`config.mk`:
```
export PLATFORM = sky130hd
export DESIGN_NAME = mem_stage
export DESIGN_NICKNAME = d
export VERILOG_FILES = /design/src/rtl/pipe_pkg.sv /design/src/rtl/mem_load_ext.sv /design/src/rtl/mem_stage.sv
export SDC_FILE = /design/constraint.sdc
export NUM_CORES = 1
export LEC_CHECK = 0
export CORE_ASPECT_RATIO = 0.5
export CORE_UTILIZATION = 40
export CTS_BUF_LIST = sky130_fd_sc_hd__clkbuf_16
export CTS_CLUSTER_DIAMETER = 30
export DETAILED_ROUTE_END_ITERATION = 16
export GPL_TIMING_DRIVEN = 0
export PLACE_DENSITY = 0.75
export SYNTH_ARGS = -nofsm -noshare
export SYNTH_HDL_FRONTEND = slang
export SYNTH_SLANG_ARGS = --single-unit
```
`constraint.sdc`:
```
create_clock -name clk -period 4.8 [get_ports clk]
set_input_delay 0.96 -clock clk [delete_from_list [all_inputs] [get_ports clk]]
set_output_delay 0.96 -clock clk [all_outputs]
set_load 0.005 [all_outputs]
```
`src/rtl/pipe_pkg.sv`:
```
// Shared pipeline bus layouts for the execute -> memory -> write-back path.
// Packed structs fix the field offsets; the MS->WS payload is identical on both sides.
package pipe_pkg;
  localparam int ES2MS_W   = 212;
  localparam int MS2WS_W   = 206;
  localparam int MS2DS_W   = 39;
  localparam int LOAD_OP_W = 5;

  // load_op = {ld_b, ld_bu, ld_h, ld_hu, ld_w}
  localparam int LD_B  = 4;
  localparam int LD_BU = 3;
  localparam int LD_H  = 2;
  localparam int LD_HU = 1;
  localparam int LD_W  = 0;

  // csr_data[33:32] carry the read/write enables of csrrd/csrwr/csrxchg
  localparam int CSR_RE_BIT = 33;
  localparam int CSR_WE_BIT = 32;

  typedef struct packed {
    logic        inst_rdcntid;   // [205]
    logic [31:0] addr_error;     // [204:173]
    logic        ds_has_int;     // [172]
    logic [3:0]  exception_op;   // [171:168]
    logic [31:0] rj_value;       // [167:136]
    logic [31:0] rkd_value;      // [135:104]
    logic [33:0] csr_data;       // [103:70]
    logic        gr_we;          // [69]
    logic [4:0]  dest;           // [68:64]
    logic [31:0] final_result;   // [63:32]
    logic [31:0] pc;             // [31:0]
  } ms_payload_t;

  typedef struct packed {
    logic                 res_from_mem;  // [211]
    logic [LOAD_OP_W-1:0] load_op;       // [210:206]
    ms_payload_t          payload;       // [205:0]
  } es_to_ms_t;
endpackage

```
`src/rtl/mem_load_ext.sv`:
```
// Load data aligner: picks the addressed byte/half from the SRAM word and extends it.
module mem_load_ext
  import pipe_pkg::*;
(
  input  logic [1:0]           addr_i,
  input  logic [LOAD_OP_W-1:0] load_op_i,
  input  logic [31:0]          rdata_i,
  output logic [31:0]          result_o
);
  logic [7:0]  byte_sel;
  logic [15:0] half_sel;

  always_comb begin
    unique case (addr_i)
      2'd0:    byte_sel = rdata_i[7:0];
      2'd1:    byte_sel = rdata_i[15:8];
      2'd2:    byte_sel = rdata_i[23:16];
      default: byte_sel = rdata_i[31:24];
    endcase
    half_sel = addr_i[1] ? rdata_i[31:16] : rdata_i[15:0];

    result_o = '0;
    if      (load_op_i[LD_B])  result_o = {{24{byte_sel[7]}}, byte_sel};
    else if (load_op_i[LD_BU]) result_o = {24'd0, byte_sel};
    else if (load_op_i[LD_H])  result_o = {{16{half_sel[15]}}, half_sel};
    else if (load_op_i[LD_HU]) result_o = {16'd0, half_sel};
    else if (load_op_i[LD_W])  result_o = rdata_i;
  end
endmodule

```
`src/rtl/mem_stage.sv`:
```
// Memory-access stage: waits for load data, aligns it, and drops SRAM responses
// that belong to instructions killed by a write-back flush.
module mem_stage
  import pipe_pkg::*;
(
  input  logic               clk,
  input  logic               reset,
  input  logic               es_to_ms_valid,
  input  logic [ES2MS_W-1:0] es_to_ms_bus,
  input  logic               es_req_outstanding,
  output logic               ms_allowin,
  input  logic               ws_allowin,
  output logic               ms_to_ws_valid,
  output logic [MS2WS_W-1:0] ms_to_ws_bus,
  input  logic               data_sram_data_ok,
  input  logic [31:0]        data_sram_rdata,
  input  logic               flush,
  output logic [MS2DS_W-1:0] ms_to_ds_bus,
  output logic               ms_load_block,
  output logic               ms_csr_block,
  output logic               ms_ex
);
  logic        ms_valid_q, ms_valid_d;
  es_to_ms_t   bus_q;
  logic        buf_valid_q, buf_valid_d;
  logic [31:0] buf_data_q, buf_data_d;
  logic [1:0]  cancel_cnt_q, cancel_cnt_d;

  logic        accept, drop_now, waiting, ms_ready_go, leave;
  logic [2:0]  cnt_sum;
  logic [31:0] ext_result, fwd_data;
  ms_payload_t pl_out;

  mem_load_ext u_ext (
    .addr_i    (bus_q.payload.final_result[1:0]),
    .load_op_i (bus_q.load_op),
    .rdata_i   (buf_valid_q ? buf_data_q : data_sram_rdata),
    .result_o  (ext_result)
  );

  always_comb begin
    accept         = data_sram_data_ok && (cancel_cnt_q == 2'd0);
    drop_now       = data_sram_data_ok && (cancel_cnt_q != 2'd0);
    waiting        = ms_valid_q && bus_q.res_from_mem && !buf_valid_q;
    ms_ready_go    = !bus_q.res_from_mem || buf_valid_q || accept;
    ms_allowin     = !ms_valid_q || (ms_ready_go && ws_allowin);
    ms_to_ws_valid = ms_valid_q && ms_ready_go && !flush;
    leave          = ms_to_ws_valid && ws_allowin;
  end

  always_comb begin
    ms_valid_d   = ms_valid_q;
    buf_valid_d  = buf_valid_q;
    buf_data_d   = buf_data_q;
    cancel_cnt_d = cancel_cnt_q - {1'b0, drop_now};
    // in-flight responses of the waiting MS load and of the ES load both become stale
    cnt_sum      = {1'b0, cancel_cnt_q} + {2'b0, waiting && !accept}
                 + {2'b0, es_req_outstanding} - {2'b0, drop_now};

    if (flush)           ms_valid_d = 1'b0;
    else if (ms_allowin) ms_valid_d = es_to_ms_valid;

    if (flush || leave) begin
      buf_valid_d = 1'b0;
    end else if (waiting && accept) begin
      buf_valid_d = 1'b1;
      buf_data_d  = data_sram_rdata;
    end

    if (flush) cancel_cnt_d = (cnt_sum > 3'd3) ? 2'd3 : cnt_sum[1:0];
  end

  always_ff @(posedge clk or negedge reset) begin
    if (!reset) begin
      ms_valid_q   <= 1'b0;
      bus_q        <= '0;
      buf_valid_q  <= 1'b0;
      buf_data_q   <= '0;
      cancel_cnt_q <= '0;
    end else begin
      ms_valid_q   <= ms_valid_d;
      buf_valid_q  <= buf_valid_d;
      buf_data_q   <= buf_data_d;
      cancel_cnt_q <= cancel_cnt_d;
      if (es_to_ms_valid && ms_allowin) bus_q <= es_to_ms_t'(es_to_ms_bus);
    end
  end

  always_comb begin
    fwd_data            = bus_q.res_from_mem ? ext_result : bus_q.payload.final_result;
    pl_out              = bus_q.payload;
    pl_out.final_result = fwd_data;
    ms_to_ws_bus        = pl_out;
    ms_to_ds_bus        = {ms_valid_q, bus_q.payload.gr_we && ms_valid_q,
                           bus_q.payload.dest, fwd_data};
    ms_load_block       = waiting && !accept;
    ms_csr_block        = ms_valid_q && (bus_q.payload.csr_data[CSR_RE_BIT] ||
                          bus_q.payload.csr_data[CSR_WE_BIT] || bus_q.payload.inst_rdcntid);
    ms_ex               = ms_valid_q && (|bus_q.payload.exception_op || bus_q.payload.ds_has_int);
  end
endmodule

```
* Word level (Yosys, flattened, before mapping)
Cells that the tools add are included.
** Storage, ports and cells
- ROM bits :: 0
- Register bits after elaboration :: 248
- Bits in latches :: 0
- Output and inout port bits :: 250
- Bits in writable memories :: 0
- Bits of input ports :: 251
- Word-level logic and storage cells :: 73
- Memories :: 0
** Operators by class
- Multipliers :: 0
- Magnitude comparators :: 1
- Multiplexer cells :: 15
- Bitwise logic cells :: 1
- Reduce and logical (&&, ||, !) cells :: 33
- Equality and inequality tests :: 2
- Div/mod/pow operators :: 0
- Shift-type cells :: 0
- Add/subtract/negate cells :: 4
** Operators with widths (count)
- $mux 32 :: 7
- $pmux 8 s3 :: 1
- $mux 16 :: 1
- $logic_and 1x1->1 :: 14
- $logic_or 1x1->1 :: 7
- $reduce_bool 2->1 :: 3
- $logic_not 1->1 :: 5
- $logic_not 2->1 :: 2
- $mux 1 :: 4
- $mux 2 :: 2
- $reduce_or 4->1 :: 1
- $add 2x1->3 :: 1
- $add 3x1->3 :: 1
- $gt 3x2->1 const B :: 1
- $sub 3x1->3 :: 1
- $eq 2x1->1 const B :: 1
- $eq 2x2->1 const B :: 1
- $reduce_and 2->1 :: 1
- $sub 2x1->2 :: 1
- $not 1->1 :: 1

* Logic depth before layout (Yosys ltp)
Gate-level depths: netlist of the first run.
- Depth in word-level cells :: 10
- Depth in mapped cells :: 12
- Mapped depth without buffers :: 9

* By module
A second synthesis of the first run with hierarchy kept.
** Unflattened totals
- Cell total of the unflattened synthesis :: 949
- Area, all modules :: 13454.2 µm²
** By module, submodules not included
- mem_stage :: sequential area each 6206.0 µm², cells each 842, instances 1, area each 12637.1 µm²
- mem_load_ext :: sequential area each 0.0 µm², cells each 107, instances 1, area each 817.0 µm²

* Least setup slack after synthesis of the first run
OpenSTA, ideal clock, no wires.
- Kind :: input-to-output
- Start point :: in data_sram_rdata[23]
- End point :: out ms_to_ws_bus[55]
- Arrival :: 2.293 ns
- Required time :: 3.840 ns
- Path slack :: 1.547 ns
- Buffers on the path :: 2
- Stages on the path :: 6
- Cells stage by stage :: mux2_4 -> mux4_2 -> nand3_2 -> buf_6 -> o221ai_1 -> buf_4
** On the way
- Word-level cells in the longest chain between the ends :: 7
- Elaborated cells on any way between the ends :: 8
- Classes of those cells :: 8 x mux
** Ends and longest elaborated chain
- start: declaration :: line mem_stage.sv:16 : input logic [31:0] data_sram_rdata,
- $mux 32 * :: line mem_stage.sv:37 : .rdata_i (buf_valid_q ? buf_data_q : data_sram_rdata),
- $mux 32 :: line mem_load_ext.sv:27 : else if (load_op_i[LD_W]) result_o = rdata_i;
- $mux 32 :: line mem_load_ext.sv:26 : else if (load_op_i[LD_HU]) result_o = {16'd0, half_sel};
- $mux 32 :: line mem_load_ext.sv:25 : else if (load_op_i[LD_H]) result_o = {{16{half_sel[15]}}, half_sel};
- $mux 32 :: line mem_load_ext.sv:24 : else if (load_op_i[LD_BU]) result_o = {24'd0, byte_sel};
- $mux 32 * :: line mem_load_ext.sv:23 : if (load_op_i[LD_B]) result_o = {{24{byte_sel[7]}}, byte_sel};
- $mux 32 * :: line mem_stage.sv:90 : fwd_data = bus_q.res_from_mem ? ext_result : bus_q.payload.final_result;
- end: declaration :: line mem_stage.sv:14 : output logic [MS2WS_W-1:0] ms_to_ws_bus,
Mark *: on every way between the ends. The rest lies on a longest branch, timed or not.

* Final worst setup path of the first run
- Start point :: in data_sram_rdata[15]
- End point :: out ms_to_ws_bus[59]
** On the way
- Word-level cells in the longest chain between the ends :: 6
- Elaborated cells on any way between the ends :: 7
- Classes of those cells :: 7 x mux
** Ends and longest elaborated chain
- $mux 32 * :: line mem_stage.sv:37
- $mux 16 :: line mem_load_ext.sv:20 : half_sel = addr_i[1] ? rdata_i[31:16] : rdata_i[15:0];
- $mux 32 :: line mem_load_ext.sv:25
- $mux 32 :: line mem_load_ext.sv:24
- $mux 32 * :: line mem_load_ext.sv:23
- $mux 32 * :: line mem_stage.sv:90
Marked as above.

==> results.py, run 1 <==
metrics = {
    "worst_setup_path": {
        "reg2reg_slack_ns": 1.50,
        "path_class": "input port to output port",
        "timing.critical_path.to_type": "output port",
        "worst-endpoint-required_ns": 3.84,
        "worst-endpoint-arrival_ns": 3.65,
        "cp_max_fo": 10,
        "setup.worst_path.start_class": "input port",
    },
    "layout": {
        "utilization_of_the_core_after_routing_pct": 63.8,
        "layout-area-overhead-vs-synth_pct": 55.9,
        "finalNetCount": 1771,
        "final_cells": 1971,
        "nFillCells": 2343,
        "multi_input_area_sq_mm": 0.00429,
        "seqCellArea_sq_mm": 0.00621,
        "fraction_of_layout_instances_using_a_drive_strength_above_1_pct": 36.7,
    },
    "grt": {
        "grt_pass1_wl_microns": 59700,
        "grt_antenna_before_repair": 3,
        "grt_start_max_net_pins": 111,
        "total_global_routing_overflow": 0,
        "first_global_vias": 9939,
        "global_route.usage.total_pct": 24.8,
    },
    "clock_network": {
        "numClockSinks": 248,
        "post_cts_hold_buffer_count": 0,
        "cts_tree": "built",
        "htree_levels": 2,
        "clk_path_buf_depth": 3,
        "cts.repair_timing.setup_buffer_count": 0,
        "post_cts.resized_instances": 0,
        "cts.reportedPaths.clkPinSlew_ns": 0.05,
        "clock-root-buffer": "clkbuf_16",
        "worst_skew_pair.late_latency_ns": 0.54,
        "numCtsBuffers": 40,
    },
    "yosys": {
        "ys_types": 51,
        "postSynthCellCount": 973,
        "synth_edf_count": 0,
        "synth-warning-count": 0,
        "synthesis.area_sq_mm": 0.0125,
        "synth_top_flop_cell": "dfrtp_1",
        "post_synth.cell_area_avg_sq_um": 12.8,
        "synth.net_count": 1228,
        "seq_area_frac_synth_pct": 49.6,
        "synthArstFlopShare_pct": 100,
        "synth-seq-cells": 248,
    },
    "floorplan": {
        "initial_utilization_pct": 41.0,
        "fp.coreArea_sq_mm": 0.0305,
        "num_rows": 45,
        "die_height_microns": 127,
        "dieArea_sq_mm": 0.0320,
        "fp.dieW_microns": 252,
        "io-pin-count": 501,
    },
    "power_and_ir_drop": {
        "p_leak_nw": 8.45,
        "report.power.total_mw": 8.33,
        "ir_drop_v": 0.000261,
        "p_per_area_mw_per_mm2": 427,
    },
    "sta": {
        "worst_slew_pin_slew_ns": 0.862,
        "finalClockSkew_ns": 0.0231,
        "fin_ws_ns": 0.191,
        "timing_max_transition_violations_final": 0,
        "finalSetupTns_ns": 0,
        "finalHoldViolCount": 0,
        "max_freq_mhz": 217,
        "layout_worst_path_cycle_share_pct": 96.0,
        "setup_repair_after_global_routing_missed_its_margin": "false",
        "timing.slew.headroom_pct": 42.3,
        "setup_viol": 0,
        "period_minus_slack_ns": 4.61,
    },
    "placed_design": {
        "place.gp.congestion": 0.914,
        "dpl.hpwl_microns": 31600,
        "io_buffer_count": 499,
        "placed_cells": 1897,
        "dp_slack_ns": 0.232,
    },
    "route": {
        "via_count": 9415,
        "drc_errors": 0,
        "drt-vias-per-instance": 4.78,
        "initialDrtViolationCount": 468,
        "routedWlPerCell_microns": 20.4,
        "ant_nets": 0,
        "wirelength_microns": 40300,
        "first_pass_iters": 5,
    },
    "outcome": {
        "outcome": "complete, no violations",
    },
    "worst_hold_path": {
        "hp-class": "input port to async pin",
    },
    "run": {
        "max_cap_viol_count": 0,
    },
}
[stage by stage]
stage	area (sq um)	hold slack [ns]
detailed placement	18100	0.480
global route	19500	0.346
finish	19500	0.332
floorplan	12500	0.458
global placement	18000	0.471
CTS	19500	0.322
[worst paths after layout]
check,from,endpoint,cells after the start
worst max-delay path,data_sram_rdata[15],ms_to_ws_bus[59],7
worst min-delay path,reset,ms_to_ws_bus[0]$_DFFE_PN0P_,1
worst max register to register,buf_valid_q$_DFFE_PN0P_,cancel_cnt_q[1]$_DFF_PN0_,12
worst min register to register,bus_q[60]$_DFFE_PN0P_,bus_q[60]$_DFFE_PN0P_,1
max in group asynchronous,reset,ms_to_ws_bus[112]$_DFFE_PN0P_,3
min in group clk,bus_q[60]$_DFFE_PN0P_,bus_q[60]$_DFFE_PN0P_,1
[state kept, by name, summed over array words and instances, names as in the netlist]
signal	cells
ms_to_ws_bus	169
bus_q	38
ms_valid_q	1
cancel_cnt_q	2
buf_valid_q	1
ms_to_ds_bus	5
buf_data_q	32
[power by group]
part / internal, mW / switching [mW]
Sequential: 2.46 / 0.224
Combinational: 1.72 / 0.922
Clock: 1.92 / 1.08
Total: 6.10 / 2.23
[cells in the final DEF, fill, tap and decap left out, types with 8 or more instances in the layout]
master,count
a21oi_1,20
buf_2,9
buf_4,233
clkbuf_1,12
clkbuf_16,40
clkdlybuf4s50_1,498
dfrtp_1,248
inv_1,32
inv_6,8
mux2_1,26
mux2_2,238
mux2i_1,14
mux4_2,9
nand2_1,21
nor2_1,17
o21ai_0,8
o221ai_1,23
[layout make-up]
type	count	share of cell area, %
Antenna cell	1	0.0128
Buffer	260	9.75
Clock buffer	40	5.14
Clock inverter	33	2.03
Inverter	29	0.559
Multi-Input combinational cell	436	22.0
Sequential cell	248	31.9
Tap cell	423	2.72
Timing Repair Buffer	501	25.9
[cell usage after synthesis, drive strengths merged, types with 2 or more instances]
library cell,instances,area [sq um]
a21boi,2,18.8
a21oi,20,100
a31oi,3,18.8
a41oi,4,35.0
buf,248,1850
clkbuf,12,45.0
dfrtp,248,6210
fa,2,40.0
ha,2,25.0
inv,29,109
mux2,265,2990
mux2i,14,140
mux4,9,203
nand2,21,78.8
nand2b,7,43.8
nand3,6,35.0
nor2,17,63.8
nor2b,2,12.5
nor3b,4,41.3
o21a,4,30.0
o21ai,10,53.8
o221ai,23,201
o22a,2,17.5
or2,2,12.5
[worst max-delay path, cell delays in order]
cell             delay [ns]
clkdlybuf4s50_1        0.46
mux4_2                 0.54
o21ai_1                0.29
clkbuf_1               0.36
o221ai_1               0.34
buf_4                  0.24
clkdlybuf4s50_1        0.45
[cell families after synthesis]
logic type	count (synthesis)	share of synthesized area, %
buffers and inverters	289	16.1
muxes	288	26.6
DFF	248	49.6
AOI/OAI and AO/OA	75	4.26
and+or+nand+nor	68	2.80
adders and majority gates	4	0.520
xor gates and xnor gates	1	0.0701
[per-layer routing]
layer  vias up  GRT usage, %  share of wire [%]
met5         -             0              0.025
met4         2          9.02                3.2
met3        88          4.79                5.0
met2       281          43.7                 52
met1      4784          30.5                 40
li1       4260             -                  -
Power figures use the tool's default switching activity.
==> run 2, diff against run 1 <==
- PLACE_DENSITY: 0.75 -> 0.76
==> run 2 against run 1 <==
Net effect: critical path depth did not move; final area fell by 0.54%; wire length fell by 2.0%; core utilization fell by 0.34 points; critical endpoint is now ms_to_ws_bus[58]; total power fell by 3.2%; sequential share of layout area rose by 0.17 points; non-clock buffer count did not move; via count fell by 1.3%; first-iteration DRC count fell by 23%; combinational power barely moved; final cell count barely moved; register-to-register slack got worse by 0.11 ns.
==> results.py, run 2 (same netlist as run 1, synthesis figures left out) <==
metrics = {
    "layout": {
        "flip_flop_count_of_the_largest_register_all_copies_and_words_added": 169,
        "finalNetCount": 1771,
        "fraction_of_layout_instances_using_a_drive_strength_above_1_pct": 36.8,
        "utilization_of_the_core_after_routing_pct": 63.5,
        "mostFrequentLayoutCells": "clkdlybuf4s50_1 (498), dfrtp_1 (248), mux2_2 (238)",
        "layout-area-overhead-vs-synth_pct": 55.0,
        "final_cells": 1970,
        "layout_commonest_cell": "clkdlybuf4s50_1",
        "fin_area_sq_mm": 0.0194,
    },
    "floorplan": {
        "die_height_microns": 127,
        "io-pin-count": 501,
        "dieArea_sq_mm": 0.0320,
        "num_rows": 45,
        "fp.coreArea_sq_mm": 0.0305,
        "initial_utilization_pct": 41.0,
        "fp.dieW_microns": 252,
    },
    "sta": {
        "layout_worst_path_cycle_share_pct": 95.9,
        "max_freq_mhz": 217,
        "finalClockSkew_ns": 0.0157,
        "timing.slew.headroom_pct": 47.4,
        "worst_slew_pin_slew_ns": 0.786,
        "setup_viol": 0,
        "timing_max_transition_violations_final": 0,
        "finalHoldViolCount": 0,
        "period_minus_slack_ns": 4.60,
        "setup_repair_after_global_routing_missed_its_margin": "false",
        "finalSetupTns_ns": 0,
    },
    "placed_design": {
        "io_buffer_count": 499,
        "dpl.hpwl_microns": 30800,
        "placed_cells": 1897,
        "placed_area_sq_mm": 0.0181,
        "place.gp.congestion": 0.934,
    },
    "route": {
        "drt-vias-per-instance": 4.71,
        "initialDrtViolationCount": 361,
        "wirelength_microns": 39500,
        "ant_nets": 0,
        "routedWlPerCell_microns": 20.0,
        "first_pass_iters": 4,
        "via_count": 9288,
        "drc_errors": 0,
    },
    "grt": {
        "total_global_routing_overflow": 0,
        "grt_start_max_net_pins": 98,
        "grt_pass1_wl_microns": 59400,
        "grt_antenna_before_repair": 2,
        "first_global_vias": 9988,
        "global_route.usage.total_pct": 24.3,
    },
    "clock_network": {
        "cts.reportedPaths.clkPinSlew_ns": 0.06,
        "worst_skew_pair.late_latency_ns": 0.53,
        "clk_path_buf_depth": 3,
        "numClockSinks": 248,
        "post_cts_hold_buffer_count": 0,
        "numCtsBuffers": 40,
        "clock-root-buffer": "clkbuf_16",
        "htree_levels": 2,
        "post_cts.resized_instances": 0,
        "cts.repair_timing.setup_buffer_count": 0,
        "cts_tree": "built",
    },
    "worst_setup_path": {
        "path_class": "input port to output port",
        "regToRegStartpoint": "buf_valid_q$_DFFE_PN0P_",
        "cp_max_fo": 10,
        "worst-endpoint-arrival_ns": 3.64,
        "r2r.worst_path.cells": 12,
        "reg2reg_slack_ns": 1.39,
        "timing.critical_path.to_type": "output port",
        "r2r_end": "cancel_cnt_q[1]$_DFF_PN0_",
        "worst-endpoint-required_ns": 3.84,
        "setup.worst_path.start_class": "input port",
    },
    "outcome": {
        "outcome": "complete, no violations",
    },
    "worst_hold_path": {
        "hp-class": "input port to async pin",
    },
    "run": {
        "max_cap_viol_count": 0,
    },
    "power_and_ir_drop": {
        "p_per_area_mw_per_mm2": 416,
        "ir_drop_v": 0.000267,
        "p_leak_nw": 8.40,
        "report.power.total_mw": 8.06,
    },
}
run 2: cell count changes in the layout (fill, tap and decap cells not counted), sizes merged:
cell / previous run / this run
bufinv: 7 / 2
inv: 41 / 38
clkinvlp: 3 / 4
clkinv: 11 / 13
clkbuf: 52 / 54
diode: 1 / 3
run 2: how the worst max path moves through the flow:
stage,startpoint,endpoint,cells past startpoint
floorplan,data_sram_rdata[23],ms_to_ws_bus[55],6
global placement,reset,ms_to_ws_bus[166]$_DFFE_PN0P_,1
detailed placement,data_sram_rdata[31],ms_to_ws_bus[58],7
finish,data_sram_rdata[31],ms_to_ws_bus[58],7
CTS,data_sram_rdata[31],ms_to_ws_bus[58],7
global route,data_sram_rdata[15],ms_to_ws_bus[58],7
run 2: cell type report:
| type | instances | area (sq um) |
|---|---|---|
| clock inverter | 28 | 235 |
| sequential | 248 | 6210 |
| tap | 423 | 529 |
| clock buffer | 42 | 1050 |
| multi-input combinational | 436 | 4290 |
| inverter | 29 | 109 |
| antenna | 3 | 7.51 |
| timing repair buffer | 501 | 5050 |
| fill | 2413 | 11100 |
| buffer | 260 | 1900 |
run 2: critical path, cell delays in order:
cell,delay (ns)
clkdlybuf4s50_1,0.46
mux4_2,0.55
o21ai_1,0.26
clkbuf_1,0.35
o221ai_1,0.38
buf_4,0.25
clkdlybuf4s50_1,0.44
run 2: power by group:
group	total (mW)	internal (mW)	switching [mW]
combinational	2.62	1.72	0.904
sequential	2.68	2.46	0.222
clock	2.77	1.71	1.06
total	8.06	5.88	2.19
run 2: through the flow:
step	hold slack (ns)	worst slack, ns
after detailed placement	0.476	0.262
final	0.366	0.197
after global routing	0.386	0.0901
after CTS	0.374	0.248
after floorplan	0.458	1.55
after global placement	0.471	-7.91
run 2: layer usage:
layer / up-vias / share of wire [%] / routed length (microns) / global-route usage, %
met5: - / 0 / 0 / 0
met4: 0 / 2.1 / 834 / 6.17
met3: 59 / 4.9 / 1940 / 4.85
met2: 251 / 54 / 21200 / 44.3
met1: 4702 / 39 / 15500 / 29.5
li1: 4276 / - / - / -
